===== config.mk =====
export PLATFORM = sky130hd
export DESIGN_NAME = sayac_trf_sb
export DESIGN_NICKNAME = d
export VERILOG_FILES = /design/src/rtl/sayac_trf_sb_pkg.sv /design/src/rtl/sayac_trf_sb_flag.sv /design/src/rtl/sayac_trf_sb.sv
export SDC_FILE = /design/constraint.sdc
export NUM_CORES = 1
export LEC_CHECK = 0
export ABC_AREA = 1
export CAP_MARGIN = 20
export CORE_AREA = 2 2 160 162
export DETAILED_ROUTE_END_ITERATION = 8
export DIE_AREA = 0 0 162 164
export DONT_BUFFER_PORTS = 1
export PLACE_DENSITY = 0.89
export REMOVE_ABC_BUFFERS = 1
export SLEW_MARGIN = 20
export SYNTH_ARGS = -nofsm -noshare
export SYNTH_HDL_FRONTEND = slang
export SYNTH_SLANG_ARGS = --single-unit
export TNS_END_PERCENT = 100

===== constraint.sdc =====
create_clock -name clk -period 2.1 [get_ports clk]
set_input_delay 0.525 -clock clk [delete_from_list [all_inputs] [get_ports clk]]
set_output_delay 0.525 -clock clk [all_outputs]
set_load 0.01 [all_outputs]

===== src/rtl/sayac_trf_sb_pkg.sv =====
// Shared constants and helpers for the SAYAC register file and scoreboard.
package sayac_trf_sb_pkg;

    localparam int unsigned DATA_W_DEF = 16;
    localparam int unsigned NREGS_DEF  = 16;
    localparam int unsigned NRD_DEF    = 2;
    localparam int unsigned FLAG_W_DEF = 8;

    // Address width needed to select one of n registers.
    function automatic int unsigned sayac_aw(input int unsigned n);
        int unsigned w;
        w = 0;
        for (int unsigned i = 0; i < 31; i++) begin
            if ((32'd1 << i) < n) begin
                w = i + 1;
            end
        end
        return w;
    endfunction

endpackage


===== src/rtl/sayac_trf_sb_flag.sv =====
// Flag bank with a per-bit write mask.
module sayac_flag_reg #(
    parameter int unsigned FLAG_W = 8
) (
    input  logic              clk,
    input  logic              rst,
    input  logic              flag_en,
    input  logic [FLAG_W-1:0] flag_mask,
    input  logic [FLAG_W-1:0] flag_in,
    output logic [FLAG_W-1:0] flag_out
);

    logic [FLAG_W-1:0] flag_q;
    logic [FLAG_W-1:0] flag_d;

    // Masked bits take the new value, the rest hold.
    always_comb begin
        flag_d = flag_q;
        if (flag_en) begin
            flag_d = (flag_q & ~flag_mask) | (flag_in & flag_mask);
        end
    end

    // Flag state register.
    always_ff @(posedge clk or negedge rst) begin
        if (!rst) begin
            flag_q <= '0;
        end else begin
            flag_q <= flag_d;
        end
    end

    assign flag_out = flag_q;

endmodule


===== src/rtl/sayac_trf_sb.sv =====
// Register file with pending-write scoreboard and flag bank.
// Optional macro SAYAC_TRF_BYPASS_EN adds same-cycle writeback forwarding.
module sayac_trf_sb
    import sayac_trf_sb_pkg::*;
#(
    parameter  int unsigned DATA_W = DATA_W_DEF,
    parameter  int unsigned NREGS  = NREGS_DEF,
    parameter  int unsigned NRD    = NRD_DEF,
    parameter  int unsigned FLAG_W = FLAG_W_DEF,
    localparam int unsigned AW     = sayac_aw(NREGS)
) (
    input  logic                  clk,
    input  logic                  rst,
    input  logic [NRD*AW-1:0]     rs,
    output logic [NRD*DATA_W-1:0] p,
    output logic [NRD-1:0]        rs_busy,
    input  logic                  wb_en,
    input  logic [AW-1:0]         wb_rd,
    input  logic [DATA_W-1:0]     wb_data,
    input  logic                  iss_en,
    input  logic [AW-1:0]         iss_rd,
    input  logic                  sb_flush,
    output logic [NREGS-1:0]      busy_vec,
    input  logic                  flag_en,
    input  logic [FLAG_W-1:0]     flag_mask,
    input  logic [FLAG_W-1:0]     flag_in,
    output logic [FLAG_W-1:0]     flag_out
);

    logic [DATA_W-1:0] regs_q [NREGS];
    logic [NREGS-1:0]  busy_q;
    logic [NREGS-1:0]  busy_d;

    // Register storage; r0 is never written so it stays zero.
    always_ff @(posedge clk or negedge rst) begin
        if (!rst) begin
            for (int unsigned i = 0; i < NREGS; i++) begin
                regs_q[i] <= '0;
            end
        end else if (wb_en && (wb_rd != '0)) begin
            regs_q[wb_rd] <= wb_data;
        end
    end

    // Scoreboard next state: flush beats everything, issue beats writeback.
    always_comb begin
        busy_d = busy_q;
        if (sb_flush) begin
            busy_d = '0;
        end else begin
            if (wb_en) begin
                busy_d[wb_rd] = 1'b0;
            end
            if (iss_en && (iss_rd != '0)) begin
                busy_d[iss_rd] = 1'b1;
            end
        end
        busy_d[0] = 1'b0;
    end

    // Scoreboard state register.
    always_ff @(posedge clk or negedge rst) begin
        if (!rst) begin
            busy_q <= '0;
        end else begin
            busy_q <= busy_d;
        end
    end

    assign busy_vec = busy_q;

    // Combinational read ports.
    for (genvar k = 0; k < NRD; k++) begin : g_rd
        logic [AW-1:0] addr;
        logic          zero;
        assign addr = rs[k*AW +: AW];
        assign zero = (addr == '0);
`ifdef SAYAC_TRF_BYPASS_EN
        logic hit;
        assign hit = wb_en && (wb_rd == addr) && !zero;
        assign p[k*DATA_W +: DATA_W] = zero ? '0 : (hit ? wb_data : regs_q[addr]);
        assign rs_busy[k] = !zero && !hit && busy_q[addr];
`else
        assign p[k*DATA_W +: DATA_W] = zero ? '0 : regs_q[addr];
        assign rs_busy[k] = !zero && busy_q[addr];
`endif
    end

    sayac_flag_reg #(
        .FLAG_W(FLAG_W)
    ) u_flag (
        .clk      (clk),
        .rst      (rst),
        .flag_en  (flag_en),
        .flag_mask(flag_mask),
        .flag_in  (flag_in),
        .flag_out (flag_out)
    );

endmodule


# Word level (Yosys, flattened, before mapping)
# Index checks and enable logic that the tools add are counted.
# Widths: inputs -> output; s select.
# word_totals
elab_cells,74
reg_bits,279
inputBits,54
out_inout_bits,58
# op_classes
muxes,23
reduce_logical,13
order_cmp,10
n_bitwise,10
# op_table
operator,n
$bwmux 256,1
$mux 16,11
$bmux 16 s4,2
$demux 16 s4,1
$lt 4x5->1 const B,4
$and 16x16->16,1
$and 8x8->8,2
$not 16->16,1
$or 16x16->16,1
$ge 5x5->1 const B,3
$not 4->5,3
$bmux 1 s4,2
$demux 1 s4,2
$ge 4x1->1 const B,2
$logic_not 4->1,2
$not 8->8,1
$or 8x8->8,1
$reduce_bool 4->1,2
$logic_and 1x1->1,7
$lt 5x1->1 const B,1
$mux 1,4
$logic_not 1->1,2

# Logic depth before layout (Yosys ltp)
# depth
word_depth,11
depth_mapped,11
depth_no_buf,9

# By module
# A second synthesis with hierarchy kept.
# hier_totals
hier_cells,2369
area_unflattened_um2,15946.5
# modules_own_cells
module,seq_area_each_um2,cells_per_inst,instances,area_each_um2
sayac_trf_sb,6781.5,2327,1,15564.9
sayac_flag_reg,200.2,42,1,381.6

# Least setup slack after synthesis
# Ideal clock, no wire load.
# synth_timing
kind,input port to output port
from,input port rs[2]
to,output port p[12]
arrival_time_ns,1.472
required_time_ns,1.575
stages,8
n_path_buf,3
path_slack_ns,0.103
cell_sequence,buf_4 -> inv_1 -> buf_4 -> buf_4 -> a21oi_1 -> nand3_1 -> nand3_1 -> a21oi_1
# synth_via
elab_chain_len,5
word_cells_on_any_way,6
cone_classes,4 x mux; 1 x bitwise; 1 x reduce/logical
# synth_lines
item,line,text
start: declaration,sayac_trf_sb.sv:14,"input logic [NRD*AW-1:0] rs,"
$not 4->5 (not written as such),sayac_trf_sb.sv:84,assign p[k*DATA_W +: DATA_W] = zero ? '0 : regs_q[addr];
$bmux 16 s4,sayac_trf_sb.sv:84,
$mux 16 (not written as such) (2 in a row),sayac_trf_sb.sv:84,
$mux 16 (*),sayac_trf_sb.sv:84,
end: declaration,sayac_trf_sb.sv:15,"output logic [NRD*DATA_W-1:0] p,"
# Every way passes the cells marked *; elsewhere a longest branch is shown, timed or not. The select of a mux whose other input is x is not followed.

# Final worst setup path
# layout_timing
from,input port rs[0]
to,output port p[6]
# The elaborated chain is that of the path after synthesis.

==> key figures <==
Timing
  • RSZ-0062 raised after global routing: yes
  • Final worst-path cycle share: 111%
  • Period minus WS final: 2.32 ns
  • Final Setup Violations: 33
  • Skew final: 0 ns
  • Max Slew Vio Count: 0
  • Hold slack final: -0.363 ns
  • Fmax achieved: 430 MHz
  • Worst-margin pin slew: 0.639 ns
  • Final hold vios: 279
  • Worst rel slew slack: 57.4%
  • Worst setup margin: -0.225 ns

Power
  • Peak supply drop: 646 µV
  • Leakage power: 0.00934 µW
  • Pwr Density: 879 nW/µm²

Run
  • Max-cap check violation count: 0

Clocking
  • Clock Sinks: 279
  • Bufs on Longest Clock Path: 3
  • H-Tree Depth: 1
  • Root Driver: clkbuf_16
  • CTS clk-pin slew, worst paths: 0.06 ns
  • CTS tree: done
  • CTS buffer count: 30
  • Clock Latency Late Sink: 0.57 ns

Detailed routing
  • Routed wire length: 55.3 mm
  • Pre-antenna DRT Iters: 8
  • Wire per inst: 20.3 µm
  • Vias per std cell: 6.31
  • ANT nets after route: 0
  • Initial DRC Count: 2883
  • Via count: 17170
  • Detailed-route DRC error count: 0

Global route
  • Vias in the first global route: 16668
  • Gr ovfl total: 0
  • First-pass GRT wire length: 84.4 mm
  • Overall global routing resource usage: 40.6%
  • Antenna violations before repair: 0
  • Largest net degree at the start of global routing: 280

Synthesis
  • Yosys top cell area share: 44.1%
  • Netlist cell types: 23
  • Flops & latches, synth: 279
  • Avg Inst Size Synth: 6.74 µm²
  • YS warnings: 0
  • Register area share after synthesis: 44.1%
  • Post-Synthesis Cells: 2349
  • Leading post-synthesis cells by cell area: dfrtp_1, nand2_1, o21ai_0
  • Dominant cell type by area after synthesis: dfrtp_1
  • Cell Area, Synth: 15800 µm²

Die
  • Die Wd: 162 µm
  • Core Region: 24800 µm²
  • Die area: 26600 µm²
  • Num rows: 58
  • Starting Density: 63.8%
  • Die height: 164 µm
  • I/O pin count: 112

Cells and area
  • Most frequent cells in the layout: nand2_1, dfrtp_1, o21ai_0, nand3_1, inv_1
  • Cell area after layout: 18500 µm²
  • Fin nets: 2425
  • Fillers: 1703
  • Antenna Cells: 0
  • Syn-to-layout area delta: 16.6%
  • Share of layout cells above drive strength 1: 15.0%
  • Most common cell after layout, fill and taps aside: nand2_1

Setup path
  • Worst Setup End Kind: output pin
  • Crit path arrival time: 1.80 ns
  • Critical path class: in -> out
  • Startpoint types: input pin
  • CP max FO: 110
  • Critical path required time: 1.57 ns

Hold path
  • Worst hold path type: in -> async

Place
  • Dpl hpwl: 29.6 mm
  • Cell Area, Placed: 16600 µm²
  • GP Congestion: 0.912
  • # port buffers: 0

Outcome
  • Violated checks: hold timing, setup timing
  • Outcome: complete, but fails checks
==> metrics by stage <==
step                setup WS, ns  cells  util [%]  TNS (ns)  total power, µW
detailed placement        -0.147   2627      66.9     -2.94            10200
global route              -0.273   2721      74.4     -5.82            17000
CTS                       -0.139   2703      73.1     -1.16            15800
global placement          -0.114   2627      66.9     -1.88             9990
finish                    -0.225   2721      74.4     -4.14            16200
floorplan                 -0.620   2185         -    -20.88             9140
==> critical path: stages <==
cell and delay [ns]:
clkinv_4 0.12, buf_4 0.19, buf_12 0.17, nand2_1 0.07, nand2_1 0.07, nand2_1 0.07, nand2_1 0.08, nand2_1 0.07
nand2_1 0.07, inv_1 0.04, a21oi_1 0.11, buf_4 0.13
==> cell usage after synthesis (all sizes together) <==
cell type,instances
clkbuf,64
inv,206
nor4,2
a21oi,95
conb,1
a31oi,8
o211ai,4
o21ai,252
nand3,230
nor2,25
nand4,24
dfrtp,279
a22oi,2
buf,100
and3,1
nand2,1056
==> path summary, 6_finish.rpt <==
kind                             start          end  slack (ns)  cells past startpoint
min                                rst  regs_q[139]       -0.36                      0
max in group asynchronous          rst  busy_vec[7]        1.86                      0
max                              rs[0]         p[6]       -0.22                     12
min reg2reg                regs_q[246]  regs_q[246]        0.40                      0
max reg2reg                regs_q[193]  regs_q[193]        1.18                      4
min in group clk              sb_flush  busy_vec[4]        0.01                      1
==> cells by family after synthesis <==
kind of cell | synth area share [%]
other | 0.0237
AND/OR/NAND/NOR | 34.3
buffers and inverters | 9.99
flip-flops | 44.1
AO/OA/AOI/OAI | 11.6
==> what timing repair did <==
| item | in CTS | in global routing |
|---|---|---|
| pin swaps | 82 | 47 |
| cloned | 2 | 1 |
| setup endpoints to repair | 34 | 34 |
| buffers inserted | 21 | 15 |
| hold buffers | 1 | 2 |
| gates resized for setup | 91 | 74 |
| endpoints found under the hold margin | 287 | 281 |
==> layout make-up <==
type	count	area, µm²	share of cell area, %
multi-input cells	1700	7680	41.6
repair buffers	154	1590	8.61
well taps	330	413	2.24
flip-flops and latches	279	6990	37.8
clock inverters	6	93.8	0.508
clock buffers	46	911	4.93
inverters	206	791	4.28
==> flip-flops by register name, summed over array words and instances (netlist names), named ones only <==
signal and flops:
regs_q 256, busy_vec 15
==> where the power goes <==
group / leakage (µW) / switching (µW) / internal (µW)
Combinational: 0.00535 / 2220 / 1520
Sequential: 0.00350 / 660 / 6400
Clock: 0.000492 / 2230 / 3200
==> layer usage <==
layer | track usage (%) | share of wire [%]
met3 | 11.3 | 16
met2 | 63.8 | 44
met1 | 49.2 | 33
met4 | 27.0 | 7.7
met5 | 0 | 0
(Power assumes the default switching activity.)
